$ cat config.mk
export PLATFORM = sky130hd
export DESIGN_NAME = cla_arbiter
export DESIGN_NICKNAME = d
export VERILOG_FILES = /design/src/rtl/cla_arbiter.sv
export SDC_FILE = /design/constraint.sdc
export NUM_CORES = 1
export LEC_CHECK = 0
export CAP_MARGIN = 5
export CORE_MARGIN = 2
export CORE_UTILIZATION = 37
export CTS_CLUSTER_DIAMETER = 120
export DETAILED_ROUTE_END_ITERATION = 12
export HOLD_SLACK_MARGIN = 0.03
export PLACE_DENSITY = 0.79
export SETUP_SLACK_MARGIN = 0.02
export SLEW_MARGIN = 10
export SYNTH_ARGS = -nofsm -noshare
export SYNTH_HDL_FRONTEND = slang
export SYNTH_SLANG_ARGS = --single-unit
$ cat constraint.sdc
create_clock -name clock -period 4.2 [get_ports clock]
set_input_delay 0.42 -clock clock [delete_from_list [all_inputs] [get_ports clock]]
set_output_delay 0.42 -clock clock [all_outputs]
set_load 0.05 [all_outputs]
$ cat src/rtl/cla_arbiter.sv
// cla_arbiter: shares one CLA_32bit adder between two valid/ready requesters
// (port 0 = ALU add/sub, port 1 = PC/address incrementer) and returns the
// result through a one-entry output buffer with its own valid/ready handshake.
//
// Optional feature macro: CLA_ARB_RR_EN
//   defined   -> round-robin on a tie (grant the port that did not win last)
//   undefined -> fixed priority on a tie (port 0 always wins)
//
// Buffer FSM
//   state     | meaning
//   BUF_EMPTY | no result held, res_valid = 0
//   BUF_FULL  | result held until the consumer takes it, res_valid = 1

module CLA_32bit (
    input  logic [31:0] a,
    input  logic [31:0] b,
    input  logic        cin,
    output logic [31:0] sum,
    output logic        cout
);

    logic [31:0] g;
    logic [31:0] p;
    logic [3:0]  grp_g;
    logic [3:0]  grp_p;
    logic        carry;
    logic        c1;
    logic        c2;
    logic        c3;
    logic        blk_g;
    logic        blk_p;

    // 4-bit lookahead blocks chained through their block generate/propagate
    always_comb begin
        g     = a & b;
        p     = a ^ b;
        sum   = '0;
        carry = cin;
        grp_g = '0;
        grp_p = '0;
        c1    = 1'b0;
        c2    = 1'b0;
        c3    = 1'b0;
        blk_g = 1'b0;
        blk_p = 1'b0;
        for (int k = 0; k < 8; k++) begin
            grp_g = g[4*k +: 4];
            grp_p = p[4*k +: 4];
            c1 = grp_g[0] | (grp_p[0] & carry);
            c2 = grp_g[1] | (grp_p[1] & grp_g[0]) | (grp_p[1] & grp_p[0] & carry);
            c3 = grp_g[2] | (grp_p[2] & grp_g[1]) | (grp_p[2] & grp_p[1] & grp_g[0])
               | (grp_p[2] & grp_p[1] & grp_p[0] & carry);
            blk_g = grp_g[3] | (grp_p[3] & grp_g[2]) | (grp_p[3] & grp_p[2] & grp_g[1])
                  | (grp_p[3] & grp_p[2] & grp_p[1] & grp_g[0]);
            blk_p = &grp_p;
            sum[4*k +: 4] = grp_p ^ {c3, c2, c1, carry};
            carry = blk_g | (blk_p & carry);
        end
        cout = carry;
    end

endmodule

module cla_arbiter #(
    parameter int WIDTH = 32
) (
    input  logic             clock,
    input  logic             reset,
    input  logic             req0_valid,
    output logic             req0_ready,
    input  logic [WIDTH-1:0] req0_a,
    input  logic [WIDTH-1:0] req0_b,
    input  logic             req0_cin,
    input  logic             req1_valid,
    output logic             req1_ready,
    input  logic [WIDTH-1:0] req1_a,
    input  logic [WIDTH-1:0] req1_b,
    input  logic             req1_cin,
    output logic             res_valid,
    input  logic             res_ready,
    output logic [WIDTH-1:0] res_sum,
    output logic             res_cout,
    output logic             res_ovf,
    output logic             res_id
);

    typedef enum logic {
        BUF_EMPTY = 1'b0,
        BUF_FULL  = 1'b1
    } buf_state_e;

    buf_state_e       state_q, state_d;
    logic [WIDTH-1:0] sum_q, sum_d;
    logic             cout_q, cout_d;
    logic             ovf_q, ovf_d;
    logic             id_q, id_d;
    logic             last_grant_q, last_grant_d;

    logic             accept;
    logic             grant;
    logic             xfer;
    logic [WIDTH-1:0] add_a;
    logic [WIDTH-1:0] add_b;
    logic             add_cin;
    logic [WIDTH-1:0] add_sum;
    logic             add_cout;

`ifndef CLA_ARB_RR_EN
    // last_grant is still tracked in fixed-priority builds, just not consulted
    logic unused_last_grant;
    assign unused_last_grant = last_grant_q;
`endif

    // Arbitration and request-side handshake; grant defaults to port 0 when idle
    always_comb begin
        grant = 1'b0;
        if (req0_valid && req1_valid) begin
`ifdef CLA_ARB_RR_EN
            grant = ~last_grant_q;
`else
            grant = 1'b0;
`endif
        end else if (req1_valid) begin
            grant = 1'b1;
        end
        accept     = (state_q == BUF_EMPTY) || res_ready;
        req0_ready = accept && !grant && !reset;
        req1_ready = accept && grant && !reset;
        xfer       = accept && (req0_valid || req1_valid) && !reset;
    end

    // Operand mux in front of the shared adder
    always_comb begin
        add_a   = grant ? req1_a   : req0_a;
        add_b   = grant ? req1_b   : req0_b;
        add_cin = grant ? req1_cin : req0_cin;
    end

    CLA_32bit u_cla (
        .a    (add_a),
        .b    (add_b),
        .cin  (add_cin),
        .sum  (add_sum),
        .cout (add_cout)
    );

    // Buffer next state: load on transfer (overrides a same-cycle drain), else drain
    always_comb begin
        state_d      = state_q;
        sum_d        = sum_q;
        cout_d       = cout_q;
        ovf_d        = ovf_q;
        id_d         = id_q;
        last_grant_d = last_grant_q;
        if (xfer) begin
            state_d      = BUF_FULL;
            sum_d        = add_sum;
            cout_d       = add_cout;
            ovf_d        = (add_a[WIDTH-1] == add_b[WIDTH-1]) && (add_sum[WIDTH-1] != add_a[WIDTH-1]);
            id_d         = grant;
            last_grant_d = grant;
        end else if ((state_q == BUF_FULL) && res_ready) begin
            state_d = BUF_EMPTY;
        end
    end

    // State registers with synchronous reset; last_grant resets to 1 so port 0 wins the first tie
    always_ff @(posedge clock) begin
        if (reset) begin
            state_q      <= BUF_EMPTY;
            sum_q        <= '0;
            cout_q       <= 1'b0;
            ovf_q        <= 1'b0;
            id_q         <= 1'b0;
            last_grant_q <= 1'b1;
        end else begin
            state_q      <= state_d;
            sum_q        <= sum_d;
            cout_q       <= cout_d;
            ovf_q        <= ovf_d;
            id_q         <= id_d;
            last_grant_q <= last_grant_d;
        end
    end

    assign res_valid = (state_q == BUF_FULL);
    assign res_sum   = sum_q;
    assign res_cout  = cout_q;
    assign res_ovf   = ovf_q;
    assign res_id    = id_q;

endmodule

==> results.cfg <==
[detailed_routing]
detailroute.via_count = 3338
detail_route.iter0.violations = 73
antenna_left = 0
routedWlPerCell_um = 14.5
drt_pass1_iterations = 4
postRouteWirelength_um = 9460
residual_drc_count = 0
vias_per_cell = 5.12

[grt]
grt_pass1_vias = 3423
grt_start_max_net_pins = 53
grt_pass1_wl_um = 15200
antenna_found_initial = 0
global_router_s_overall_resource_usage = 0.189
use_met2 = 0.369
met1_usage = 0.211
globalRoute.totalOverflow = 0
gr-usage-met3 = 0.0369
most_heavily_used_metal_layer_in_global_routing = met2

[sta]
finalMaxSlewViolations = 0
timing.final.ws_setup_ns = 0.224
setup_repair_after_global_routing_missed_its_margin = yes
tightestPinTransition_ns = 0.841
final_hold_violations = 0
total_of_endpoints_with_negative_setup_slack_in_the_final_report = 0
fin_crit_sh = 0.947
period_minus_slack_ns = 3.98
timing.fmax_mhz = 252
maxSlewHeadroom = 0.440
clock_skew_ns = 0.00687
worst_hold_slack_ns = 0.454

[place]
post_dp_cell_area_mm2 = 0.00521
hpwlAfterDp_um = 8000
gp_routability_congestion = 0.818
place_worst_setup_slack_ns = -0.122
portBuffers = 172

[yosys]
synthesis.area_per_instance_um2 = 8.93
top_flip_flop_cell_by_instance_count_after_synthesis = sky130_fd_sc_hd__dfxtp_1
async_flop_share = 0
synthDistinctLibCells = 47
synthCells = 370
nets_in_the_synthesized_netlist = 545
synth-edff-count = 0
ys_ff_latch = 36
ys.warnings.count = 0
synth_sequential_area_ratio = 0.218
netlist_area_mm2 = 0.00330

[floorplan]
die_h_um = 98.5
core_mm2 = 0.00868
dieWidth_um = 98.5
row_count = 34
start_util = 0.381
floorplan.io_pins = 173
fp.dieArea_mm2 = 0.00970

[cts]
clock_insertion_delay_worst_skew_ns = 0.28
clock_tree.htree_level_count = 2
clock_tree.buffer_depth = 2
tritoncts = done
ctsRootBufferMaster = sky130_fd_sc_hd__clkbuf_8
clock-sinks = 36
cts.clk_slew.worst_paths_ns = 0.08
cts-buffers-inserted = 5

[flow_run]
maxCapViolCount = 0

[layout]
drive_above_1_share = 0.160
final_util = 0.612
syn_to_final_growth_pct = 60.6
inserted_diodes = 0
final_cell_area_mm2 = 0.00531
final_nets = 719

[setup_path]
setup.worst_path.end_class = flop
maximum_fanout_along_the_worst_path = 27
r2r_start = res_valid$_SDFFE_PP0P_
timing_worst_setup_path_type = input port to flop
crit_required_ns = 4.34
crit_arrival_ns = 4.11
crit_path_start = req1_valid
startpoint_class = input port

[pwr]
p_per_area_mw_per_mm2 = 296
peakVddDrop_mv = 0.124
static-leakage-power_uw = 0.00214

[hold_path]
min_delay_path_class = flop to flop
min_from = res_sum[22]$_SDFFE_PP0P_

[run_status]
status = finished clean
## cells in the mapped netlist, types with 2 or more instances
cell type / number / area share
sky130_fd_sc_hd__mux2_2: 56 / 0.19
sky130_fd_sc_hd__o21a_1: 2 / 0.0045
sky130_fd_sc_hd__or3_1: 2 / 0.0038
sky130_fd_sc_hd__xor2_1: 16 / 0.042
sky130_fd_sc_hd__and3_1: 3 / 0.0057
sky130_fd_sc_hd__inv_1: 22 / 0.025
sky130_fd_sc_hd__nand2b_1: 2 / 0.0038
sky130_fd_sc_hd__clkbuf_1: 15 / 0.017
sky130_fd_sc_hd__mux2i_1: 9 / 0.027
sky130_fd_sc_hd__o31ai_1: 2 / 0.0045
sky130_fd_sc_hd__a21oi_1: 23 / 0.035
sky130_fd_sc_hd__nor2_1: 24 / 0.027
sky130_fd_sc_hd__a211oi_1: 9 / 0.020
sky130_fd_sc_hd__nor3_1: 3 / 0.0045
sky130_fd_sc_hd__o21ai_1: 2 / 0.0030
sky130_fd_sc_hd__xnor2_1: 6 / 0.016
sky130_fd_sc_hd__fa_1: 8 / 0.048
sky130_fd_sc_hd__o21ai_0: 25 / 0.038
sky130_fd_sc_hd__nand2_1: 13 / 0.015
sky130_fd_sc_hd__a21o_1: 5 / 0.011
sky130_fd_sc_hd__ha_1: 32 / 0.12
sky130_fd_sc_hd__nand3_1: 29 / 0.044
sky130_fd_sc_hd__dfxtp_1: 36 / 0.22
sky130_fd_sc_hd__buf_1: 3 / 0.0034
## what timing repair did
| item | in CTS | in global routing |
|---|---|---|
| gates resized for setup | 0 | 3 |
| setup buffers | 0 | 1 |
| setup endpoints to repair | 0 | 5 |
| hold buffers | 0 | 0 |
## report_power, final
part           switching [uW]  leakage (uW)  internal, uW
combinational             495       0.00181           415
sequential               28.7      0.000299           401
clock                     121     0.0000410           113
## final timing paths
| check | end | cells after the start | slack (ns) |
|---|---|---|---|
| min | res_sum[22]$_SDFFE_PP0P_ | 2 | 0.45 |
| max reg2reg | res_sum[23]$_SDFFE_PP0P_ | 6 | 2.52 |
| max | res_sum[21]$_SDFFE_PP0P_ | 15 | 0.22 |
| min reg2reg | res_sum[22]$_SDFFE_PP0P_ | 2 | 0.45 |
## stage by stage
step / instances / power [uW] / setup TNS, ns
global route: 652 / 1670 / -0.0160
finish: 652 / 1570 / 0
global placement: 644 / 1320 / 0
CTS: 651 / 1580 / 0
floorplan: 370 / 1000 / 0
detailed placement: 644 / 1350 / -0.384
## routing by layer
metal | part of all wire | up-vias | routed length [um]
li1 | - | 1677 | -
met1 | 0.40 | 1538 | 3770
met2 | 0.53 | 111 | 5020
met3 | 0.058 | 12 | 547
met4 | 0.014 | 0 | 131
met5 | 0 | - | 0
## critical path: stages
cell and delay (ns):
sky130_fd_sc_hd__clkdlybuf4s50_1 0.48, sky130_fd_sc_hd__nor2b_4 0.18, sky130_fd_sc_hd__buf_12 0.20, sky130_fd_sc_hd__buf_12 0.16
sky130_fd_sc_hd__mux2_2 0.34, sky130_fd_sc_hd__ha_1 0.35, sky130_fd_sc_hd__and4_1 0.26, sky130_fd_sc_hd__nand3_1 0.10
sky130_fd_sc_hd__or4_1 0.44, sky130_fd_sc_hd__o21ai_1 0.23, sky130_fd_sc_hd__or3_1 0.19, sky130_fd_sc_hd__inv_1 0.08
sky130_fd_sc_hd__fa_1 0.43, sky130_fd_sc_hd__xor2_1 0.15, sky130_fd_sc_hd__o21ai_0 0.08
## kinds of logic (layout without fill, tap and decap cells)
logic type | count (synthesis) | count (layout) | share of synthesized area
flip-flops | 36 | 36 | 0.218
adder cells (fa/ha/maj) | 40 | 40 | 0.170
AO/OA/AOI/OAI | 82 | 82 | 0.164
XOR/XNOR | 22 | 22 | 0.0583
buffers and inverters | 40 | 214 | 0.0454
multiplexers | 66 | 66 | 0.222
AND/OR/NAND/NOR | 84 | 84 | 0.123
## final cells by class
type | count | area [um2]
Clock buffer | 6 | 72.6
Clock inverter | 1 | 5.00
Fill cell | 787 | 3370
Inverter | 22 | 82.6
Multi-Input combinational cell | 294 | 2450
Sequential cell | 36 | 721
Tap cell | 108 | 135
Timing Repair Buffer | 185 | 1840
## cells in the final DEF, fill, tap and decap left out, types with 2 or more instances in the layout
cell / count
sky130_fd_sc_hd__nand2b_1: 2
sky130_fd_sc_hd__dfxtp_1: 36
sky130_fd_sc_hd__clkbuf_8: 5
sky130_fd_sc_hd__ha_1: 32
sky130_fd_sc_hd__o31ai_1: 2
sky130_fd_sc_hd__inv_1: 22
sky130_fd_sc_hd__o21a_1: 2
sky130_fd_sc_hd__xnor2_1: 6
sky130_fd_sc_hd__mux2_2: 56
sky130_fd_sc_hd__buf_12: 2
sky130_fd_sc_hd__nand2_1: 13
sky130_fd_sc_hd__and3_1: 3
sky130_fd_sc_hd__o21ai_0: 25
sky130_fd_sc_hd__a211oi_1: 9
sky130_fd_sc_hd__mux2i_1: 9
sky130_fd_sc_hd__or3_1: 2
sky130_fd_sc_hd__nor3_1: 3
sky130_fd_sc_hd__xor2_1: 16
sky130_fd_sc_hd__a21oi_1: 21
sky130_fd_sc_hd__a21oi_2: 2
sky130_fd_sc_hd__a21o_1: 5
sky130_fd_sc_hd__buf_4: 11
sky130_fd_sc_hd__nor2_1: 24
sky130_fd_sc_hd__fa_1: 8
sky130_fd_sc_hd__clkdlybuf4s50_1: 172
sky130_fd_sc_hd__nand3_1: 29
sky130_fd_sc_hd__o21ai_1: 2
## registers in the layout (all words and copies together) (netlist names)
register   count
res_sum       32
res_cout       1
res_id         1
res_ovf        1
res_valid      1
Power figures use the tool's default switching activity.
